`src/rtl/run_ctrl.sv`:
```
// Run controller for the mips32 core: sequences core reset, detects end-of-program, drains, reports done.
// Optional store counter (ports dce/we/stores) is enabled with `define RUN_CTRL_STORE_CNT_EN.
module run_ctrl #(
    parameter int unsigned     AW           = 32,
    parameter logic [AW-1:0]   END_ADDR     = AW'(32'd156),
    parameter int unsigned     RST_CYCLES   = 5,
    parameter int unsigned     DRAIN_CYCLES = 10,
    parameter int unsigned     TIMEOUT      = 100000,
    parameter int unsigned     CW           = 32
) (
    input  logic          clk,
    input  logic          rst,
    input  logic          start,
    input  logic [AW-1:0] iaddr,
    input  logic          ice,
`ifdef RUN_CTRL_STORE_CNT_EN
    input  logic          dce,
    input  logic [3:0]    we,
    output logic [CW-1:0] stores,
`endif
    output logic          core_rst_n,
    output logic          busy,
    output logic          done,
    output logic          timed_out,
    output logic [CW-1:0] cycles,
    output logic [CW-1:0] fetches
);

    localparam int unsigned RCW = (RST_CYCLES > 1) ? $clog2(RST_CYCLES) : 1;
    localparam int unsigned DCW = (DRAIN_CYCLES > 0) ? $clog2(DRAIN_CYCLES + 1) : 1;
    localparam int unsigned WDW = (TIMEOUT > 1) ? $clog2(TIMEOUT) : 1;

    typedef enum logic [2:0] {
        S_IDLE,
        S_RESET,
        S_RUN,
        S_DRAIN,
        S_DONE
    } state_t;

    state_t         state_q, state_d;
    logic [RCW-1:0] rcnt_q, rcnt_d;
    logic [DCW-1:0] dcnt_q, dcnt_d;
    logic [WDW-1:0] wdog_q, wdog_d;
    logic           timed_out_d;
    logic [CW-1:0]  cycles_d, fetches_d;
    logic           core_on;
`ifdef RUN_CTRL_STORE_CNT_EN
    logic [CW-1:0]  stores_d;
`endif

    function automatic logic [CW-1:0] sat_inc(input logic [CW-1:0] v);
        return (&v) ? v : v + CW'(1);
    endfunction

    // Next-state and next-counter logic
    always_comb begin
        state_d     = state_q;
        rcnt_d      = rcnt_q;
        dcnt_d      = dcnt_q;
        wdog_d      = wdog_q;
        timed_out_d = timed_out;
        cycles_d    = cycles;
        fetches_d   = fetches;
`ifdef RUN_CTRL_STORE_CNT_EN
        stores_d    = stores;
`endif
        core_on     = (state_q == S_RUN) || (state_q == S_DRAIN);

        if (core_on) begin
            cycles_d = sat_inc(cycles);
            if (ice) begin
                fetches_d = sat_inc(fetches);
            end
`ifdef RUN_CTRL_STORE_CNT_EN
            if (dce && (|we)) begin
                stores_d = sat_inc(stores);
            end
`endif
        end

        case (state_q)
            S_IDLE, S_DONE: begin
                if (start) begin
                    state_d     = S_RESET;
                    rcnt_d      = RCW'(RST_CYCLES - 1);
                    cycles_d    = '0;
                    fetches_d   = '0;
                    timed_out_d = 1'b0;
`ifdef RUN_CTRL_STORE_CNT_EN
                    stores_d    = '0;
`endif
                end
            end
            S_RESET: begin
                if (rcnt_q == '0) begin
                    state_d = S_RUN;
                    wdog_d  = '0;
                end else begin
                    rcnt_d = rcnt_q - RCW'(1);
                end
            end
            S_RUN: begin
                wdog_d = wdog_q + WDW'(1);
                // An end-address match beats a watchdog expiry in the same cycle
                if (iaddr == END_ADDR) begin
                    if (DRAIN_CYCLES == 0) begin
                        state_d = S_DONE;
                    end else begin
                        state_d = S_DRAIN;
                        dcnt_d  = DCW'(DRAIN_CYCLES);
                    end
                end else if (wdog_q == WDW'(TIMEOUT - 1)) begin
                    state_d     = S_DONE;
                    timed_out_d = 1'b1;
                end
            end
            S_DRAIN: begin
                if (dcnt_q == DCW'(1)) begin
                    state_d = S_DONE;
                end else begin
                    dcnt_d = dcnt_q - DCW'(1);
                end
            end
            default: state_d = S_IDLE;
        endcase
    end

    // State, counters and registered decodes of the next state
    always_ff @(posedge clk) begin
        if (rst) begin
            state_q    <= S_IDLE;
            rcnt_q     <= '0;
            dcnt_q     <= '0;
            wdog_q     <= '0;
            timed_out  <= 1'b0;
            cycles     <= '0;
            fetches    <= '0;
            core_rst_n <= 1'b0;
            busy       <= 1'b0;
            done       <= 1'b0;
`ifdef RUN_CTRL_STORE_CNT_EN
            stores     <= '0;
`endif
        end else begin
            state_q    <= state_d;
            rcnt_q     <= rcnt_d;
            dcnt_q     <= dcnt_d;
            wdog_q     <= wdog_d;
            timed_out  <= timed_out_d;
            cycles     <= cycles_d;
            fetches    <= fetches_d;
            core_rst_n <= (state_d == S_RUN) || (state_d == S_DRAIN);
            busy       <= (state_d == S_RESET) || (state_d == S_RUN) || (state_d == S_DRAIN);
            done       <= (state_d == S_DONE);
`ifdef RUN_CTRL_STORE_CNT_EN
            stores     <= stores_d;
`endif
        end
    end

endmodule

```
`config.mk`:
```
export PLATFORM = sky130hd
export DESIGN_NAME = run_ctrl
export DESIGN_NICKNAME = d
export VERILOG_FILES = /design/src/rtl/run_ctrl.sv
export SDC_FILE = /design/constraint.sdc
export NUM_CORES = 1
export LEC_CHECK = 0
export CAP_MARGIN = 20
export CORE_UTILIZATION = 55
export DETAILED_ROUTE_END_ITERATION = 8
export GPL_TIMING_DRIVEN = 0
export PLACE_DENSITY = 0.89
export SLEW_MARGIN = 20
export SYNTH_ARGS = -nofsm -noshare
export SYNTH_HDL_FRONTEND = slang
export SYNTH_SLANG_ARGS = --single-unit
```
`constraint.sdc`:
```
create_clock -name clk -period 4.55 [get_ports clk]
set_input_delay 0.6825 -clock clk [delete_from_list [all_inputs] [get_ports clk]]
set_output_delay 0.6825 -clock clk [all_outputs]
set_load 0.02 [all_outputs]
```
==> flow_metrics.py <==
metrics = {
    "critical_path": {
        "r2r_slack_ns": 1.80,
        "worstPathRequired_ns": 4.77,
        "r2r_cells": 7,
        "crit_type": "in -> reg",
        "crit_arrival_ns": 3.25,
        "startpoint_type": "input port",
        "path_max_fanout": 10,
        "end_kind": "register",
        "r2r-end": "fetches[1]$_SDFF_PP0_",
        "r2r_start": "state_q[0]$_SDFF_PP0_",
    },
    "timing": {
        "setup-tns-final_ns": 0,
        "finalMaxSlewViolations": 0,
        "layout_min_cycle_time_ns": 3.03,
        "worstMarginPinSlew_ns": 0.895,
        "max_slew_margin_pct": 39.8,
        "hold_viol": 0,
        "fin_hold_ws_ns": 0.469,
        "finalSetupViolations": 0,
        "clock.fmax_ghz": 0.331,
        "fin_crit_sh_pct": 66.5,
        "worst_clock_skew_ns": 0.0129,
        "rsz0062_at_grt": "false",
    },
    "synthesis": {
        "synth_mux_area_share_pct": 0.869,
        "async_reset_ff_share_pct": 0,
        "ys.flop_type": "dfxtp_1",
        "synth_cell_types": 59,
        "synth_top_family_by_area": "simple AND/OR/NAND/NOR gates",
        "synth_simple_gate_area_share_pct": 31.9,
        "synth-warning-count": 0,
        "synthXorXnorAreaFrac_pct": 3.69,
        "ys_ff_latch": 95,
        "netlist_area_um2": 4750,
        "synthCells": 581,
        "synth_fa_ha_area_share_pct": 1.84,
        "synth_seq_area_share_pct": 40.0,
        "avgSynthCellArea_um2": 8.18,
        "synth_compound_area_share_pct": 18.9,
        "syn_nets": 624,
        "synth_edf_count": 0,
    },
    "clock_tree": {
        "htree_levels": 3,
        "cts_root_buf": "clkbuf_8",
        "cts_hold_buffers": 0,
        "clk_path_buf_depth": 2,
        "post_cts_buffers": 0,
        "cts-resized-gates": 0,
        "cts_tree": "built",
        "clock_sinks": 95,
        "clk_latency_ns": 0.36,
        "numCtsBuffers": 9,
        "cts.clk_slew.worst_paths_ns": 0.09,
    },
    "floorplanning": {
        "start_util_pct": 57.3,
        "core-area_um2": 8300,
        "io_pins": 104,
        "row_count": 33,
        "die_area_um2": 9020,
        "chipHeight_um": 95.0,
        "die_w_um": 95.0,
    },
    "finish": {
        "diodes": 0,
        "fin_area_um2": 6130,
        "final_util_pct": 73.9,
        "syn_to_final_growth_pct": 29.0,
        "drive_gt1_share_pct": 4.86,
        "final.fill_count": 632,
        "layout.nets": 738,
    },
    "placement": {
        "place_area_um2": 5920,
        "place_congestion": 0.933,
        "hpwl_mm": 9.60,
        "port_buffers": 103,
    },
    "flow_run": {
        "max_cap_viol_count": 0,
    },
    "worst_hold_path": {
        "hp-start": "timed_out$_SDFFE_PP0P_",
        "hold_depth": 2,
        "hold_path.class": "reg -> reg",
        "min_to": "timed_out$_SDFFE_PP0P_",
    },
    "pwr": {
        "leakage_nw": 1.86,
        "ir_drop_uv": 231,
        "total_power_mw": 1.64,
        "power.density_nw_per_um2": 267,
    },
    "drt": {
        "detail-route-antenna-nets": 0,
        "wl_per_cell_um": 16.2,
        "vias": 5119,
        "firstDrtPassIters": 7,
        "drc": 0,
        "drtIter0Drc": 363,
        "drt_wl_total_mm": 13.0,
        "via_per_inst": 6.37,
    },
    "global_routing": {
        "grt_max_degree": 16,
        "overflow": 0,
        "grt_pass1_vias": 4769,
        "grt_first_pass_wirelength_mm": 21.6,
        "antenna_found_initial": 0,
        "track_usage_pct": 30.1,
    },
    "outcome": {
        "status": "complete, no violations",
    },
}
==> worst max path at each step <==
stage | from | endpoint | slack [ns]
2_1_floorplan | cycles[8]$_SDFF_PP0_ | cycles[29]$_SDFF_PP0_ | 2.28
4_1_cts | start | cycles[13]$_SDFF_PP0_ | 1.56
6_report | start | fetches[1]$_SDFF_PP0_ | 1.52
5_1_grt | start | cycles[8]$_SDFF_PP0_ | 1.41
3_5_place_dp | start | cycles[13]$_SDFF_PP0_ | 1.21
3_3_place_gp | start | cycles[11]$_SDFF_PP0_ | 1.32
==> registers in the layout (all words and copies together), names as in the netlist <==
| name | flops |
|---|---|
| rcnt_q | 3 |
| fetches | 32 |
| state_q | 3 |
| busy | 1 |
| wdog_q | 17 |
| core_rst_n | 1 |
| done | 1 |
| timed_out | 1 |
| cycles | 32 |
| dcnt_q | 4 |
==> cell type report <==
| class | instances | area (µm²) | share of cell area (%) |
|---|---|---|---|
| well taps | 105 | 131 | 2.14 |
| multi-input cells | 451 | 2720 | 44.4 |
| clock buffers | 11 | 151 | 2.47 |
| flip-flops and latches | 95 | 1900 | 31.0 |
| repair buffers | 103 | 1030 | 16.8 |
| clock inverters | 4 | 55.1 | 0.898 |
| inverters | 14 | 52.6 | 0.857 |
| plain buffers | 21 | 83.8 | 1.37 |
==> metal layers <==
metal	global-route usage [%]	share of wire (%)	up-vias
li1	-	-	2414
met1	37.7	42	2421
met2	50.5	49	253
met3	4.83	7.2	31
met4	13.9	2.3	0
met5	0	0	-
==> where the power goes <==
part           internal [mW]  switching (mW)  total [mW]  leakage, nW
Combinational         0.0791           0.124       0.203        0.988
Clock                  0.283           0.297       0.580        0.102
Sequential             0.844         0.00961       0.854        0.766
==> critical path, cell delays in order <==
cell	delay, ns
clkdlybuf4s50_1	0.52
nor3b_1	0.50
or2_2	0.21
clkbuf_1	0.22
clkbuf_1	0.51
buf_1	0.52
a21oi_1	0.08
==> Yosys cell counts, types with 5 or more instances <==
master,instances,share of area [%]
nor4_1,15,2.0
or3_1,39,5.1
inv_1,14,1.1
nor3_1,10,1.1
nand2_1,46,3.6
nand4_1,28,3.7
a31oi_1,7,0.92
and3_1,7,0.92
nand3_1,24,2.5
a21oi_1,62,6.5
or4_1,6,0.95
and4_1,7,1.3
a2111oi_0,6,1.1
nor3b_1,5,0.79
xnor2_1,17,3.1
dfxtp_1,95,40
o21ai_0,42,4.4
clkbuf_1,15,1.2
ha_1,7,1.8
nor2_1,49,3.9
==> placed cells by master, fill, tap and decap left out, types with 4 or more instances in the layout <==
cell	synthesis	final
o21ai_0	42	42
nor3b_1	5	5
a31oi_1	7	7
buf_2	4	4
nand2_1	46	46
nor4b_1	4	4
nor2_1	49	49
inv_1	14	14
a311oi_1	4	4
a211oi_1	4	4
and3_1	7	7
nor3_1	10	10
o211ai_1	4	4
nand4_1	28	28
nand3_1	24	24
nor4_1	15	15
o31ai_1	4	4
clkdlybuf4s50_1	0	103
dfxtp_1	95	95
or3_1	39	39
clkbuf_8	0	11
ha_1	7	7
clkbuf_1	15	15
a2111oi_0	6	6
or4_1	6	6
xnor2_1	17	17
a21oi_1	62	62
and4_1	7	7
==> cells by family after synthesis <==
| group | after synthesis |
|---|---|
| AND/OR/NAND/NOR | 269 |
| AO/OA/AOI/OAI | 151 |
| multiplexers | 4 |
| adder cells (fa/ha/maj) | 7 |
| buffers and inverters | 35 |
| flip-flops | 95 |
| XOR/XNOR | 20 |
==> per-stage QoR <==
stage	std cells	setup slack (ns)
2_1_floorplan	581	2.28
3_3_place_gp	789	1.32
3_5_place_dp	789	1.21
4_1_cts	804	1.56
5_1_grt	804	1.41
6_report	804	1.52
No activity file was read; power rests on OpenSTA's default activity.
